--- config.mk ---
export PLATFORM = sky130hd
export DESIGN_NAME = btn_event
export DESIGN_NICKNAME = d
export VERILOG_FILES = /design/src/rtl/btn_event.sv
export SDC_FILE = /design/constraint.sdc
export NUM_CORES = 1
export LEC_CHECK = 0
export CELL_PAD_IN_SITES_DETAIL_PLACEMENT = 1
export CELL_PAD_IN_SITES_GLOBAL_PLACEMENT = 1
export CORE_UTILIZATION = 45
export DETAILED_ROUTE_END_ITERATION = 10
export PLACE_DENSITY = 0.79
export SYNTH_ARGS = -nofsm -noshare
export SYNTH_HDL_FRONTEND = slang
export SYNTH_SLANG_ARGS = --single-unit
export TNS_END_PERCENT = 5
--- constraint.sdc ---
create_clock -name clk -period 2.91 [get_ports clk]
set_input_delay 0.291 -clock clk [delete_from_list [all_inputs] [get_ports clk]]
set_output_delay 0.291 -clock clk [all_outputs]
set_load 0.005 [all_outputs]
--- src/rtl/btn_event.sv ---
// -----------------------------------------------------------------------------
// btn_event
//
// Purpose:
//   Converts the five raw push-buttons into clean, single-cycle events.
//   Each button goes through a 2-flop synchroniser and a debounce filter.
//   up/down produce a pulse on press. If held, they repeat: first after
//   HOLD_CYCLES, then every REPEAT_CYCLES.
//   left/right produce one pulse per press.
//   middle produces middle_p on a short press (on release), or middle_long
//   once after it has been held for HOLD_CYCLES.
//
// Ports:
//   clk          in   system clock
//   rst          in   synchronous active-high reset
//   up, down,    in   raw asynchronous button levels, 1 = pressed
//   left, right,
//   middle
//   btn_level    out  [4:0] debounced levels {middle, right, left, down, up}
//   up_p, down_p out  press pulse plus auto-repeat pulses
//   left_p,      out  press pulse only
//   right_p
//   middle_p     out  short-press pulse, issued on release
//   middle_long  out  long-press pulse, issued while still held
//
// Optional build macro:
//   BTN_REPEAT_ACCEL_EN - up/down halve their repeat interval after 8 repeat
//   pulses within one hold (minimum interval 1).
// -----------------------------------------------------------------------------
module btn_event #(
  parameter int DEBOUNCE_CYCLES = 1000000,
  parameter int HOLD_CYCLES     = 50000000,
  parameter int REPEAT_CYCLES   = 10000000,
  parameter int CNT_W           = 26
) (
  input  logic       clk,
  input  logic       rst,
  input  logic       up,
  input  logic       down,
  input  logic       left,
  input  logic       right,
  input  logic       middle,
  output logic [4:0] btn_level,
  output logic       up_p,
  output logic       down_p,
  output logic       left_p,
  output logic       right_p,
  output logic       middle_p,
  output logic       middle_long
);

  typedef enum logic [1:0] {
    ST_IDLE  = 2'd0,
    ST_PRESS = 2'd1,
    ST_RPT   = 2'd2,
    ST_LONG  = 2'd3
  } state_t;

  localparam logic [CNT_W-1:0] CNT_ZERO  = {CNT_W{1'b0}};
  localparam logic [CNT_W-1:0] CNT_MAX   = {CNT_W{1'b1}};
  localparam logic [CNT_W-1:0] DB_LAST   = CNT_W'(DEBOUNCE_CYCLES - 1);
  localparam logic [CNT_W-1:0] HOLD_LAST = CNT_W'(HOLD_CYCLES - 1);
  localparam logic [CNT_W-1:0] REP_LAST  = CNT_W'(REPEAT_CYCLES - 1);

`ifdef BTN_REPEAT_ACCEL_EN
  localparam int               REP_FAST      = (REPEAT_CYCLES / 2 < 1) ? 1 : REPEAT_CYCLES / 2;
  localparam logic [CNT_W-1:0] REP_FAST_LAST = CNT_W'(REP_FAST - 1);
`endif

  // Saturating increment: the counters stop at all-ones and never wrap.
  function automatic logic [CNT_W-1:0] sat_inc(input logic [CNT_W-1:0] cnt);
    if (cnt == CNT_MAX) begin
      sat_inc = cnt;
    end else begin
      sat_inc = cnt + {{(CNT_W-1){1'b0}}, 1'b1};
    end
  endfunction

  // ---------------------------------------------------------------------------
  // Synchroniser and debounce (bit order {middle, right, left, down, up})
  // ---------------------------------------------------------------------------
  logic [4:0]       raw_s;
  logic [4:0]       s1_r;
  logic [4:0]       s2_r;
  logic [4:0]       stable_r;
  logic [4:0]       stable_d_r;
  logic [4:0]       rise_s;
  logic [CNT_W-1:0] db_cnt_r [5];

  assign raw_s     = {middle, right, left, down, up};
  assign rise_s    = stable_r & ~stable_d_r;
  assign btn_level = stable_r;

  // Two-flop synchroniser, debounce counters and the edge-detect delay.
  always_ff @(posedge clk) begin
    if (rst) begin
      s1_r       <= 5'b0;
      s2_r       <= 5'b0;
      stable_r   <= 5'b0;
      stable_d_r <= 5'b0;
      for (int i = 0; i < 5; i++) begin
        db_cnt_r[i] <= CNT_ZERO;
      end
    end else begin
      s1_r       <= raw_s;
      s2_r       <= s1_r;
      stable_d_r <= stable_r;
      for (int i = 0; i < 5; i++) begin
        // A single agreeing sample restarts the count.
        if (s2_r[i] != stable_r[i]) begin
          if (db_cnt_r[i] == DB_LAST) begin
            stable_r[i] <= s2_r[i];
            db_cnt_r[i] <= CNT_ZERO;
          end else begin
            db_cnt_r[i] <= sat_inc(db_cnt_r[i]);
          end
        end else begin
          db_cnt_r[i] <= CNT_ZERO;
        end
      end
    end
  end

  // ---------------------------------------------------------------------------
  // up/down repeat FSMs (index 0 = up, 1 = down) and middle press FSM
  // ---------------------------------------------------------------------------
  state_t           ud_state_r [2];
  state_t           ud_state_n [2];
  logic [CNT_W-1:0] ud_hold_r  [2];
  logic [CNT_W-1:0] ud_hold_n  [2];
  logic [CNT_W-1:0] ud_rep_r   [2];
  logic [CNT_W-1:0] ud_rep_n   [2];
  logic [CNT_W-1:0] ud_rep_last_s [2];
  logic [1:0]       ud_pulse_n;
  logic [1:0]       ud_pulse_r;
  logic [1:0]       lr_pulse_n;
  logic [1:0]       lr_pulse_r;

  state_t           m_state_r;
  state_t           m_state_n;
  logic [CNT_W-1:0] m_hold_r;
  logic [CNT_W-1:0] m_hold_n;
  logic             m_short_n;
  logic             m_short_r;
  logic             m_long_n;
  logic             m_long_r;

`ifdef BTN_REPEAT_ACCEL_EN
  logic [3:0] ud_acc_r [2];
  logic [3:0] ud_acc_n [2];

  // Repeat interval shortens once 8 repeat pulses were issued in this hold.
  always_comb begin
    for (int i = 0; i < 2; i++) begin
      if (ud_acc_r[i] >= 4'd8) begin
        ud_rep_last_s[i] = REP_FAST_LAST;
      end else begin
        ud_rep_last_s[i] = REP_LAST;
      end
    end
  end
`else
  // Fixed repeat interval.
  always_comb begin
    for (int i = 0; i < 2; i++) begin
      ud_rep_last_s[i] = REP_LAST;
    end
  end
`endif

  // State register: FSM states, counters and all registered pulse outputs.
  always_ff @(posedge clk) begin
    if (rst) begin
      for (int i = 0; i < 2; i++) begin
        ud_state_r[i] <= ST_IDLE;
        ud_hold_r[i]  <= CNT_ZERO;
        ud_rep_r[i]   <= CNT_ZERO;
`ifdef BTN_REPEAT_ACCEL_EN
        ud_acc_r[i]   <= 4'd0;
`endif
      end
      ud_pulse_r <= 2'b0;
      lr_pulse_r <= 2'b0;
      m_state_r  <= ST_IDLE;
      m_hold_r   <= CNT_ZERO;
      m_short_r  <= 1'b0;
      m_long_r   <= 1'b0;
    end else begin
      for (int i = 0; i < 2; i++) begin
        ud_state_r[i] <= ud_state_n[i];
        ud_hold_r[i]  <= ud_hold_n[i];
        ud_rep_r[i]   <= ud_rep_n[i];
`ifdef BTN_REPEAT_ACCEL_EN
        ud_acc_r[i]   <= ud_acc_n[i];
`endif
      end
      ud_pulse_r <= ud_pulse_n;
      lr_pulse_r <= lr_pulse_n;
      m_state_r  <= m_state_n;
      m_hold_r   <= m_hold_n;
      m_short_r  <= m_short_n;
      m_long_r   <= m_long_n;
    end
  end

  // Next-state logic. A release (stable low) always wins over a due pulse.
  always_comb begin
    for (int i = 0; i < 2; i++) begin
      ud_state_n[i] = ud_state_r[i];
      ud_hold_n[i]  = ud_hold_r[i];
      ud_rep_n[i]   = ud_rep_r[i];
`ifdef BTN_REPEAT_ACCEL_EN
      ud_acc_n[i]   = ud_acc_r[i];
`endif
      case (ud_state_r[i])
        ST_IDLE: begin
          ud_hold_n[i] = CNT_ZERO;
          ud_rep_n[i]  = CNT_ZERO;
`ifdef BTN_REPEAT_ACCEL_EN
          ud_acc_n[i]  = 4'd0;
`endif
          if (rise_s[i]) begin
            ud_state_n[i] = ST_PRESS;
          end else begin
            ud_state_n[i] = ST_IDLE;
          end
        end
        ST_PRESS: begin
          if (!stable_r[i]) begin
            ud_state_n[i] = ST_IDLE;
          end else if (ud_hold_r[i] == HOLD_LAST) begin
            ud_state_n[i] = ST_RPT;
            ud_rep_n[i]   = CNT_ZERO;
          end else begin
            ud_hold_n[i] = sat_inc(ud_hold_r[i]);
          end
        end
        ST_RPT: begin
          if (!stable_r[i]) begin
            ud_state_n[i] = ST_IDLE;
          end else if (ud_rep_r[i] == ud_rep_last_s[i]) begin
            ud_rep_n[i] = CNT_ZERO;
`ifdef BTN_REPEAT_ACCEL_EN
            if (ud_acc_r[i] != 4'd15) begin
              ud_acc_n[i] = ud_acc_r[i] + 4'd1;
            end else begin
              ud_acc_n[i] = ud_acc_r[i];
            end
`endif
          end else begin
            ud_rep_n[i] = sat_inc(ud_rep_r[i]);
          end
        end
        default: begin
          ud_state_n[i] = ST_IDLE;
        end
      endcase
    end

    m_state_n = m_state_r;
    m_hold_n  = m_hold_r;
    case (m_state_r)
      ST_IDLE: begin
        m_hold_n = CNT_ZERO;
        if (rise_s[4]) begin
          m_state_n = ST_PRESS;
        end else begin
          m_state_n = ST_IDLE;
        end
      end
      ST_PRESS: begin
        if (!stable_r[4]) begin
          m_state_n = ST_IDLE;
        end else if (m_hold_r == HOLD_LAST) begin
          m_state_n = ST_LONG;
        end else begin
          m_hold_n = sat_inc(m_hold_r);
        end
      end
      ST_LONG: begin
        if (!stable_r[4]) begin
          m_state_n = ST_IDLE;
        end else begin
          m_state_n = ST_LONG;
        end
      end
      default: begin
        m_state_n = ST_IDLE;
      end
    endcase
  end

  // Output logic: which pulses are due on the next clock edge.
  always_comb begin
    for (int i = 0; i < 2; i++) begin
      ud_pulse_n[i] = 1'b0;
      case (ud_state_r[i])
        ST_IDLE:  ud_pulse_n[i] = rise_s[i];
        ST_PRESS: ud_pulse_n[i] = stable_r[i] && (ud_hold_r[i] == HOLD_LAST);
        ST_RPT:   ud_pulse_n[i] = stable_r[i] && (ud_rep_r[i] == ud_rep_last_s[i]);
        default:  ud_pulse_n[i] = 1'b0;
      endcase
    end

    lr_pulse_n = rise_s[3:2];

    m_short_n = 1'b0;
    m_long_n  = 1'b0;
    case (m_state_r)
      ST_PRESS: begin
        m_short_n = !stable_r[4];
        m_long_n  = stable_r[4] && (m_hold_r == HOLD_LAST);
      end
      default: begin
        m_short_n = 1'b0;
        m_long_n  = 1'b0;
      end
    endcase
  end

  assign up_p        = ud_pulse_r[0];
  assign down_p      = ud_pulse_r[1];
  assign left_p      = lr_pulse_r[0];
  assign right_p     = lr_pulse_r[1];
  assign middle_p    = m_short_r;
  assign middle_long = m_long_r;

endmodule

* Word-level counts from Yosys, hierarchy flattened *
Memories as Yosys holds them, arrays and structs flattened.
Cells that the tools add are included.

cells by class
  add/sub/neg operators = 10
  multipliers = 0
  divide/modulo/power cells = 0
  magnitude comparators = 0
  equality and inequality tests = 35
  shifts and indexed selects = 0
  muxes and demuxes = 140
  bitwise operators = 24
  reductions and logical operators = 17

operators by type and width
  operator                                                           count
  26-bit two-way mux                                                 58
  26-bit == test, second input constant                              13
  26-bit by 1-bit adder with 26-bit output, second input constant    10
  26-bit one-hot mux with 2 select lines                             3
  26-bit one-hot mux with 3 select lines                             2
  26-bit by 20-bit == test with 1-bit output, second input constant  5
  1-bit two-way mux                                                  61
  26-bit by 24-bit == test with 1-bit output, second input constant  2
  2-bit two-way mux                                                  11
  1-bit bitwise OR                                                   21
  2-bit one-hot mux with 3 select lines                              3
  2-bit AND reduction                                                5
  2-bit by 1-bit == test with 1-bit output, second input constant    3
  2-bit == test, second input constant                               3
  2-bit zero test                                                    3
  2-bit inequality test, second input constant                       3
  1-bit one-hot mux with 3 select lines                              2
  5-bit AND                                                          1
  1-bit logical AND                                                  5
  1-bit inequality test                                              5
  5-bit inverter                                                     1
  4-bit AND reduction                                                1
  3-bit inequality test, second input constant                       1
  2-bit nonzero test                                                 1
  other kinds (3)                                                    3

storage, ports and cells
  bits in registers = 54
  bits in latches = 0
  RAM bits = 238
  bits in read-only memories = 0
  output and inout bits = 11
  memories = 4

memories
  name        depth  bits a word  rd ports  clocked after Yosys merged registers in  write ports  line  source
  db_cnt_r    5      26           5         0                                        5            88    logic [CNT_W-1:0] db_cnt_r [5];
  ud_hold_r   2      26           2         0                                        2            129   logic [CNT_W-1:0] ud_hold_r [2];
  ud_rep_r    2      26           2         0                                        2            131   logic [CNT_W-1:0] ud_rep_r [2];
  ud_state_r  2      2            2         0                                        2            127   state_t ud_state_r [2];

* Longest topological paths before layout *
An unclocked memory read counts as a cell.

  depth in word-level cells = 9
  mapped depth = 10

* Worst setup path after synthesis *
Ideal clock, no wire load.

  kind = reg2reg
  start = memory db_cnt_r[3][0]
  end = memory db_cnt_r[3][0] (enable)
  setup time = 0.562 ns
  data arrival time = 2.214 ns
  required time = 2.348 ns
  setup slack = 0.134 ns
  cell stages (with the launch flop) = 8
  path buffers = 1
  clock period less this slack = 2.776 ns
  cell sequence = edfxtp_1 ha_1 nand3_1 nor3_1 or3_1 clkbuf_1 nor2_1 nand4_1

RTL lines
  item                line
  start: declaration  88

==> results.yml <==
status:
  status: "complete, no violations"
sta:
  slew_headroom: 0.221
  tns_ps: 0
  hold_violations: 0
  slew_violations: 0
  clock_skew_ps: 23.0
  fin_crit_sh: 0.932
  fmax_ghz: 0.369
  setup-violations-final: 0
  rsz0062_at_grt: "false"
  finalCriticalPeriod_ps: 2710
  tightest_slew_ps: 1160
setup_path:
  path_class: "reg2reg"
  crit_path_start: "ud_hold_r[0][26]"
  crit_path_start_kind: "register"
  worstPathCellList: "ha_1 > and3_1 > nand3_1 > o31ai_2 > nor3_2 > a41oi_1 > a311oi_1"
  path_max_fanout: 17
  timing.rr.start: "ud_hold_r[0][26]"
  worstPathArrival_ps: 3140
  cp_slowest_cell: "nor3_2"
  cp.required_ps: 3330
  rr_worst_depth: 7
  critPathMaxStageDelay_ps: 940
  end_kind: "register"
cells_and_area:
  diodes: 0
  drive_above_1_share: 0.0803
  area_growth_pct: 12.5
  finalNetCount: 1817
  final_cells: 2274
synthesis:
  synth_edf_count: 130
  ys_types: 82
  ys_warn_count: 0
  synth_commonest_cells: "241 x nor2_1, 162 x dfxtp_1, 139 x nand2_1"
  synth_most_common_cell: "nor2_1"
  async_reset_ff_frac: 0
  synth_top_area_share: 0.247
  avgSynthCellArea_um2: 8.90
  ys_top_cells_by_area: "edfxtp_1 25%, dfxtp_1 21%, nor2_1 5.7%"
  synth.net_count: 1797
  seq_area_frac_synth: 0.453
  synth_ff_type: "dfxtp_1"
  synthCells: 1772
  synth-seq-cells: 292
  syn-cell-area_mm2: 0.0158
  yosys.area.top_type: "edfxtp_1"
die:
  io_pins: 18
  coreArea_mm2: 0.0345
  die_y_um: 189
  die-area_mm2: 0.0358
  num_rows: 68
  start_util: 0.457
  die_w_um: 189
global_routing:
  grt_pass1_vias: 14072
  antenna_found_initial: 0
  grt_pass1_wl_um: 69900
  gr-usage-all-layers: 0.231
  grt_max_degree: 48
  overflow: 0
detailed_routing:
  wire_per_inst_um: 18.0
  ant_nets: 0
  avgViaCountPerCell: 6.02
  drt_pre_antenna_iters: 5
  drcViolationCount: 0
  drt-total-wl_um: 41000
  vias: 13699
  drt-initial-drc-count: 789
cts:
  cts_resized: 0
  cts.sinks: 292
  numCtsBuffers: 35
  cts_tree: "built"
  cts_buffer_depth: 3
  post_cts_buffers: 0
  cts-hold-fix-buffers: 0
  clockRootBuffer: "clkbuf_16"
  htree_levels: 2
  clock_latency_ps: 540
  clk_pin_slew_ps: 60
power_and_ir_drop:
  power_frac_seq: 0.484
  p_int_uw: 6960
  power.leakage_uw: 0.00574
  clkPwrFrac: 0.507
  netSwitchingPower_uw: 1850
  peakVddDrop_mv: 0.448
  p_total_uw: 8810
  p_per_area_mw_per_mm2: 497
  sw_frac_of_total: 0.210
  power_frac_comb: 0.010
placement:
  dp_hpwl_um: 27500
  routabilityCongestion: 0.864
  dp.cells: 2210
  portBuffers: 17
worst_hold_path:
  hold_path.class: "in2reg"
  hold_depth: 2
  hp-start: "rst"
job:
  maxCapViolCount: 0
## layout by cell type (no fill, tap or decap), types with 16 or more instances in the layout
cell,instances
dfxtp_1,162
ha_1,18
nand4_1,70
or3_1,38
nor2b_1,19
xor2_1,68
nor3_1,36
nor4b_1,16
nor2_1,241
clkdlybuf4s50_1,16
o21ai_0,59
a31oi_1,34
o31ai_1,25
and4_1,31
clkbuf_16,35
a41oi_1,16
nor4_1,30
a21oi_1,96
or4_1,21
and3_1,37
buf_4,52
edfxtp_1,130
o211ai_1,34
xnor2_1,49
nand3_1,117
inv_1,46
nand2_1,139
## area by class of cell
type	count	area, um2
clock buffers	46	957
clock inverters	18	199
fillers	4030	16800
inverters	46	173
multi-input cells	1346	8090
flip-flops and latches	292	7150
well taps	455	569
repair buffers	71	611
## per-stage QoR
| step | hold WS (ps) | setup slack, ps | util | area (um2) |
|---|---|---|---|---|
| after floorplan | 367 | 134 | - | 15800 |
| after global placement | 371 | 323 | 0.480 | 16600 |
| after detailed placement | 374 | 237 | 0.480 | 16600 |
| after CTS | 122 | 192 | 0.514 | 17700 |
| after global routing | 138 | 60.1 | 0.514 | 17700 |
| final | 154 | 197 | 0.514 | 17700 |
## routing by layer
metal / vias to the layer above / wire length [um] / GRT usage
met5: - / 0 / 0
met1: 6807 / 19000 / 0.306
li1: 6634 / - / -
met4: 0 / 639 / 0.0658
met2: 204 / 19900 / 0.393
met3: 54 / 1460 / 0.0324
## worst max-delay path: cells and delay by family (launching register included)
family | cells | cell delay (ps)
AO/OA/AOI/OAI | 3 | 660
adder cells (fa/ha/maj) | 1 | 250
flip-flops | 1 | 330
AND/OR/NAND/NOR | 3 | 1360
## worst paths after layout
check	to	slack, ps
max	ud_hold_r[0][33]	200
min	ud_hold_r[0][8]	150
max reg2reg	ud_hold_r[0][33]	200
min reg2reg	lr_pulse_r[0]	380
## sequential cells by signal, indices dropped and copies added, names as in the netlist
register / count
db_cnt_r: 130
ud_hold_r: 52
ud_rep_r: 52
m_hold_r: 26
btn_level: 5
s1_r: 5
s2_r: 5
stable_d_r: 5
ud_state_r: 4
lr_pulse_r: 2
m_state_r: 2
ud_pulse_r: 2
middle_long: 1
middle_p: 1
## cells by family (layout without fill, tap and decap cells)
| kind of cell | after synthesis | count (layout) | share of synthesized area |
|---|---|---|---|
| fa+ha+maj | 18 | 18 | 0.0143 |
| mux | 9 | 9 | 0.00579 |
| buf+inv | 134 | 181 | 0.0348 |
| xor+xnor | 117 | 117 | 0.0650 |
| flops | 292 | 292 | 0.453 |
| simple gates | 853 | 853 | 0.281 |
| compound gates | 349 | 349 | 0.147 |
## power groups by stage
stage / registers (uW) / logic [uW] / clock network [uW]
6_report: 4260 / 85.5 / 4470
5_1_grt: 4260 / 93.8 / 4720
4_1_cts: 4260 / 86.2 / 4580
3_5_place_dp: 4350 / 85.8 / 0
3_3_place_gp: 4350 / 84.0 / 0
2_1_floorplan: 4350 / 50.4 / 0
Power figures use the tool's default switching activity.
==> edit 1, RTL diff (config.mk and constraints unchanged) <==
Change the parameter `HOLD_CYCLES` from 50000000 to 37500000.
--- a/src/rtl/btn_event.sv
+++ b/src/rtl/btn_event.sv
@@ -29,7 +29,7 @@
 // -----------------------------------------------------------------------------
 module btn_event #(
   parameter int DEBOUNCE_CYCLES = 1000000,
-  parameter int HOLD_CYCLES     = 50000000,
+  parameter int HOLD_CYCLES     = 37500000,
   parameter int REPEAT_CYCLES   = 10000000,
   parameter int CNT_W           = 26
 ) (
Formal check against the unedited RTL: no difference found for any inputs over 4 cycles, from zero or initial values and one cycle with rst high; that may be too few to reach the edited logic, so the function may still have changed.
==> edit 1 against the unedited design <==
Area after synthesis up 0.52%; clock skew up 0.0020 ns; critical endpoint is now ud_hold_r[0][16]$_SDFFE_PP0P_; worst setup slack better by 0.11 ns; clock power down 3%; global-route usage up 0.45 points; wire length up 2.0%; final area up 0.92%; largest power group unchanged; sequential cell count unchanged; total power down 1.5%.
==> edit 1: results <==
set metrics [dict create \
    fin_tns_setup_ns 0 \
    worstRegToRegCells 8 \
    skew_ns 0.0251 \
    crit_arrival_ns 3.07 \
    whs_ns 0.193 \
    min_to "s2_r[2]$_SDFF_PP0_" \
    drtIter0Drc 822 \
    insertion_delay_ns 0.54 \
    synth_common_cells "nor2_1 (227), dfxtp_1 (162), nand2_1 (135)" \
    synthCells 1780 \
    wl_um 41800 \
    placement.io_buffers 17 \
    top_regs "db_cnt_r: 130 flops, ud_hold_r: 52 flops, ud_rep_r: 52 flops" \
    first_pass_iters 5 \
    leakagePower_nw 5.77 \
    hold_start "rst" \
    max-cap-violations 0 \
    placed_cells 2232 \
    cp_max_fo 14 \
    hold_path.class "input port to flip-flop" \
    slew_headroom 0.450 \
    grt_use_met3 0.0282 \
    antenna_found_initial 0 \
    slowest_delay_ns 0.41 \
    via_count 13800 \
    synth_area_leaders "edfxtp_1 (25%), dfxtp_1 (20%), nor2_1 (5.4%)" \
    ys_seq_area_frac 0.451 \
    grt_use_met1 0.308 \
    fill_cells 3940 \
    synth.distinct_cells 77 \
    cp_slowest_cell "or3_4" \
    ys_warn_count 0 \
    async_flop_share 0 \
    stdcell_count 2297 \
    place.gp.congestion 0.894 \
    htreeDepth 2 \
    dp_hpwl_um 28000 \
    crit_family "simple AND/OR/NAND/NOR gates" \
    track_usage 0.236 \
    regToRegEndpoint "ud_hold_r[0][16]$_SDFFE_PP0P_" \
    cts_made_buffers 36 \
    path_clk_slew_ns 0.06 \
    placed_area_mm2 0.0167 \
    dpl_worst_slack_ns 0.104 \
    rr_startpoint "ud_hold_r[0][0]$_SDFFE_PP0P_" \
    cts_buffer_depth 3 \
    grt_max_degree 80 \
    met2_usage 0.404 \
    diodes 0 \
    drive_gt1_frac 0.0825 \
    grt_first_pass_wirelength_um 70700 \
    status "finished clean" \
    min_path_cells 2 \
    reg2reg_slack_ns 0.31 \
    synth-main-ff-cell "dfxtp_1" \
    ir_drop_mv 0.411 \
]
-- edit 1: changes by cell type in the layout (fill, tap and decap cells not counted), moves of 14 or more --
| cell | delta |
|---|---|
| a311oi_1 | +18 |
| and2_1 | +14 |
| nor2_1 | -15 |
| nor3_1 | +14 |
| o211ai_1 | -27 |
| o21ai_0 | +17 |
| o31ai_1 | -16 |
-- edit 1: worst max path at each step --
stage | end | from | cells past startpoint | slack (ns)
detailed placement | ud_rep_r[0][47]$_SDFFE_PP0P_ | ud_hold_r[0][36]$_SDFFE_PP0P_ | 7 | 0.10
floorplan | db_cnt_r[2][0]$_SDFFCE_PP0P_ | db_cnt_r[2][0]$_SDFFCE_PP0P_ | 8 | 0.02
finish | ud_hold_r[0][16]$_SDFFE_PP0P_ | ud_hold_r[0][0]$_SDFFE_PP0P_ | 8 | 0.31
CTS | ud_rep_r[0][50]$_SDFFE_PP0P_ | ud_hold_r[0][36]$_SDFFE_PP0P_ | 7 | 0.08
global placement | ud_rep_r[0][47]$_SDFFE_PP0P_ | ud_hold_r[0][36]$_SDFFE_PP0P_ | 7 | 0.17
global route | ud_rep_r[0][25]$_SDFFE_PP0P_ | ud_hold_r[0][8]$_SDFFE_PP0P_ | 7 | -0.006
-- edit 1: cell type report --
type	count	area, µm²	area share
inverter	44	165	0.00922
multi-input combinational	1363	8230	0.459
sequential	292	7150	0.399
timing repair buffer	81	673	0.0376
clock inverter	12	85.1	0.00475
tap	455	569	0.0318
clock buffer	50	1050	0.0584
-- edit 1: power by group --
part	leakage (nW)	switching (mW)	internal, mW
Clock	0.553	1.74	2.59
Sequential	2.91	0.00611	4.26
Combinational	2.31	0.0662	0.0244
Total	5.77	1.81	6.87
-- edit 1: logic make-up after synthesis --
group / share of synthesized area
muxes: 0.00781
DFF: 0.451
AOI/OAI and AO/OA: 0.139
xor gates and xnor gates: 0.0674
buffers and inverters: 0.0322
and+or+nand+nor: 0.289
adders and majority gates: 0.0142
-- edit 1: timing repair --
item	4_1_cts	5_1_grt
resized for setup	0	1
buffers inserted	0	3
setup endpoints to repair	0	14
-- edit 1: layer usage --
layer  share of wire  routed length, µm
met4           0.023                955
met1            0.46              19100
met2            0.49              20500
met3           0.029               1230
met5               0                  0
-- edit 1: worst reg2reg max path, cell delays in order, from the launching register on --
cell      delay, ns
dfxtp_1        0.40
ha_1           0.23
nand3_1        0.16
or2_2          0.39
or3_4          0.41
a21o_1         0.36
buf_4          0.27
a21boi_0       0.18
o21a_1         0.15
==> edit 2, RTL diff (config.mk and constraints unchanged) <==
Without the edit above. The output `middle_p` loses its register stage (`m_short_r` becomes a continuous assignment).
--- a/src/rtl/btn_event.sv
+++ b/src/rtl/btn_event.sv
@@ -183,7 +183,6 @@
       lr_pulse_r <= 2'b0;
       m_state_r  <= ST_IDLE;
       m_hold_r   <= CNT_ZERO;
-      m_short_r  <= 1'b0;
       m_long_r   <= 1'b0;
     end else begin
       for (int i = 0; i < 2; i++) begin
@@ -198,10 +197,11 @@
       lr_pulse_r <= lr_pulse_n;
       m_state_r  <= m_state_n;
       m_hold_r   <= m_hold_n;
-      m_short_r  <= m_short_n;
       m_long_r   <= m_long_n;
     end
   end
+
+  assign m_short_r = m_short_n;
 
   // Next-state logic. A release (stable low) always wins over a due pulse.
   always_comb begin
Formal check against the unedited RTL: no difference found for any inputs over 4 cycles, from zero or initial values and one cycle with rst high; that may be too few to reach the edited logic, so the function may still have changed.
==> edit 2 against the unedited design <==
Wire length down 2.1%; global-route usage down 0.31 points; die area down 1.0%; via count down 2.4%; synthesized cell count down 2.0%; area after synthesis down 1.0%; sequential cell count down 1; largest cell class unchanged; final area down 0.73%; total power down 1.7%; worst setup slack worse by 0.086 ns; sequential power about the same; largest power group unchanged.
==> edit 2: results <==
set metrics [dict create \
    drtIter0Drc 521 \
    grt_first_pass_wirelength_um 68300 \
    track_usage 0.228 \
    grt_max_degree 36 \
    worstRegToRegCells 8 \
    reg2reg_slack_ns 0.11 \
    status "finished clean" \
    placed_area_mm2 0.0165 \
    worst_slew_pin_slew_ns 0.903 \
    crit_arrival_ns 3.20 \
    slowest_delay_ns 0.70 \
    grt_pass1_vias 13700 \
    setup.worst_path.end "ud_hold_r[0][16]$_SDFFE_PP0P_" \
    ys_seq_area_frac 0.456 \
    path_clk_slew_ns 0.06 \
    cp_max_fo 10 \
    syn_nets 1762 \
    place.gp.congestion 0.865 \
    drive_gt1_frac 0.0794 \
    via_count 13400 \
    synth_area_leaders "edfxtp_1 (25%), dfxtp_1 (21%), nor2_1 (5.4%)" \
    skew_ns 0.0175 \
    synth_common_cells "nor2_1 (223), dfxtp_1 (161), nand2_1 (149)" \
    p_switching_mw 1.82 \
    ir_drop_mv 0.511 \
    cts_made_buffers 36 \
    finalCriticalPeriod_ns 2.80 \
    wl_um 40100 \
    dpl_worst_slack_ns -0.0370 \
    dp_hpwl_um 26700 \
    synth.distinct_cells 74 \
    leakagePower_nw 5.81 \
]
## edit 2: changes by cell type after synthesis, sizes merged, moves of 11 or more
cell,before,now
o211ai,34,17
a21oi,97,76
a31oi,34,45
or3,39,20
nor2,242,223
nand3,119,105
and2,11,22
or4,22,11
## edit 2: power groups by stage
stage	clock (mW)	combinational, mW	sequential [mW]
after global placement	0	0.0797	4.33
after floorplan	0	0.0482	4.33
final	4.33	0.0798	4.25
after global routing	4.59	0.0874	4.25
after detailed placement	0	0.0808	4.33
after CTS	4.44	0.0814	4.25
## edit 2: area by class of cell
class | instances | area, µm²
multi-input combinational | 1319 | 8050
clock buffer | 54 | 1050
clock inverter | 10 | 72.6
sequential | 291 | 7130
inverter | 42 | 158
tap | 448 | 561
timing repair buffer | 72 | 606
fill | 3931 | 16200
## edit 2: kinds of logic after synthesis
family / after synthesis / share of synthesized area
adder cells (fa/ha/maj): 18 / 0.0144
AO/OA/AOI/OAI: 340 / 0.148
buffers and inverters: 128 / 0.0321
flip-flops: 291 / 0.456
XOR/XNOR: 117 / 0.0656
multiplexers: 8 / 0.00513
AND/OR/NAND/NOR: 835 / 0.278
## edit 2: stage by stage
stage	instances	total power, mW
finish	2236	8.66
global route	2236	8.93
CTS	2236	8.77
detailed placement	2171	4.42
global placement	2171	4.41
floorplan	1737	4.38
## edit 2: worst min-delay path by stage
stage                             start                   endpoint  slack [ns]
3_5_place_dp   stable_d_r[2]$_SDFF_PP0_   lr_pulse_r[0]$_SDFF_PP0_        0.38
2_1_floorplan  stable_d_r[2]$_SDFF_PP0_   lr_pulse_r[0]$_SDFF_PP0_        0.37
5_1_grt                             rst  btn_level[2]$_SDFFE_PP0P_        0.16
3_3_place_gp   stable_d_r[2]$_SDFF_PP0_   lr_pulse_r[0]$_SDFF_PP0_        0.37
4_1_cts                             rst  btn_level[2]$_SDFFE_PP0P_        0.12
6_report                            rst  btn_level[2]$_SDFFE_PP0P_        0.15
## edit 2: repair_timing
item	in CTS	in global routing
pin swaps	1	0
resized for setup	0	4
buffers inserted	0	0
gates cloned	1	0
setup endpoints to repair	6	12
## edit 2: metal layers
| layer | vias to the layer above | global-route usage | share of wire |
|---|---|---|---|
| met5 | - | 0 | 0 |
| met4 | 0 | 0.0663 | 0.018 |
| met3 | 57 | 0.0311 | 0.032 |
| met2 | 168 | 0.389 | 0.48 |
| met1 | 6606 | 0.300 | 0.47 |
| li1 | 6539 | - | - |
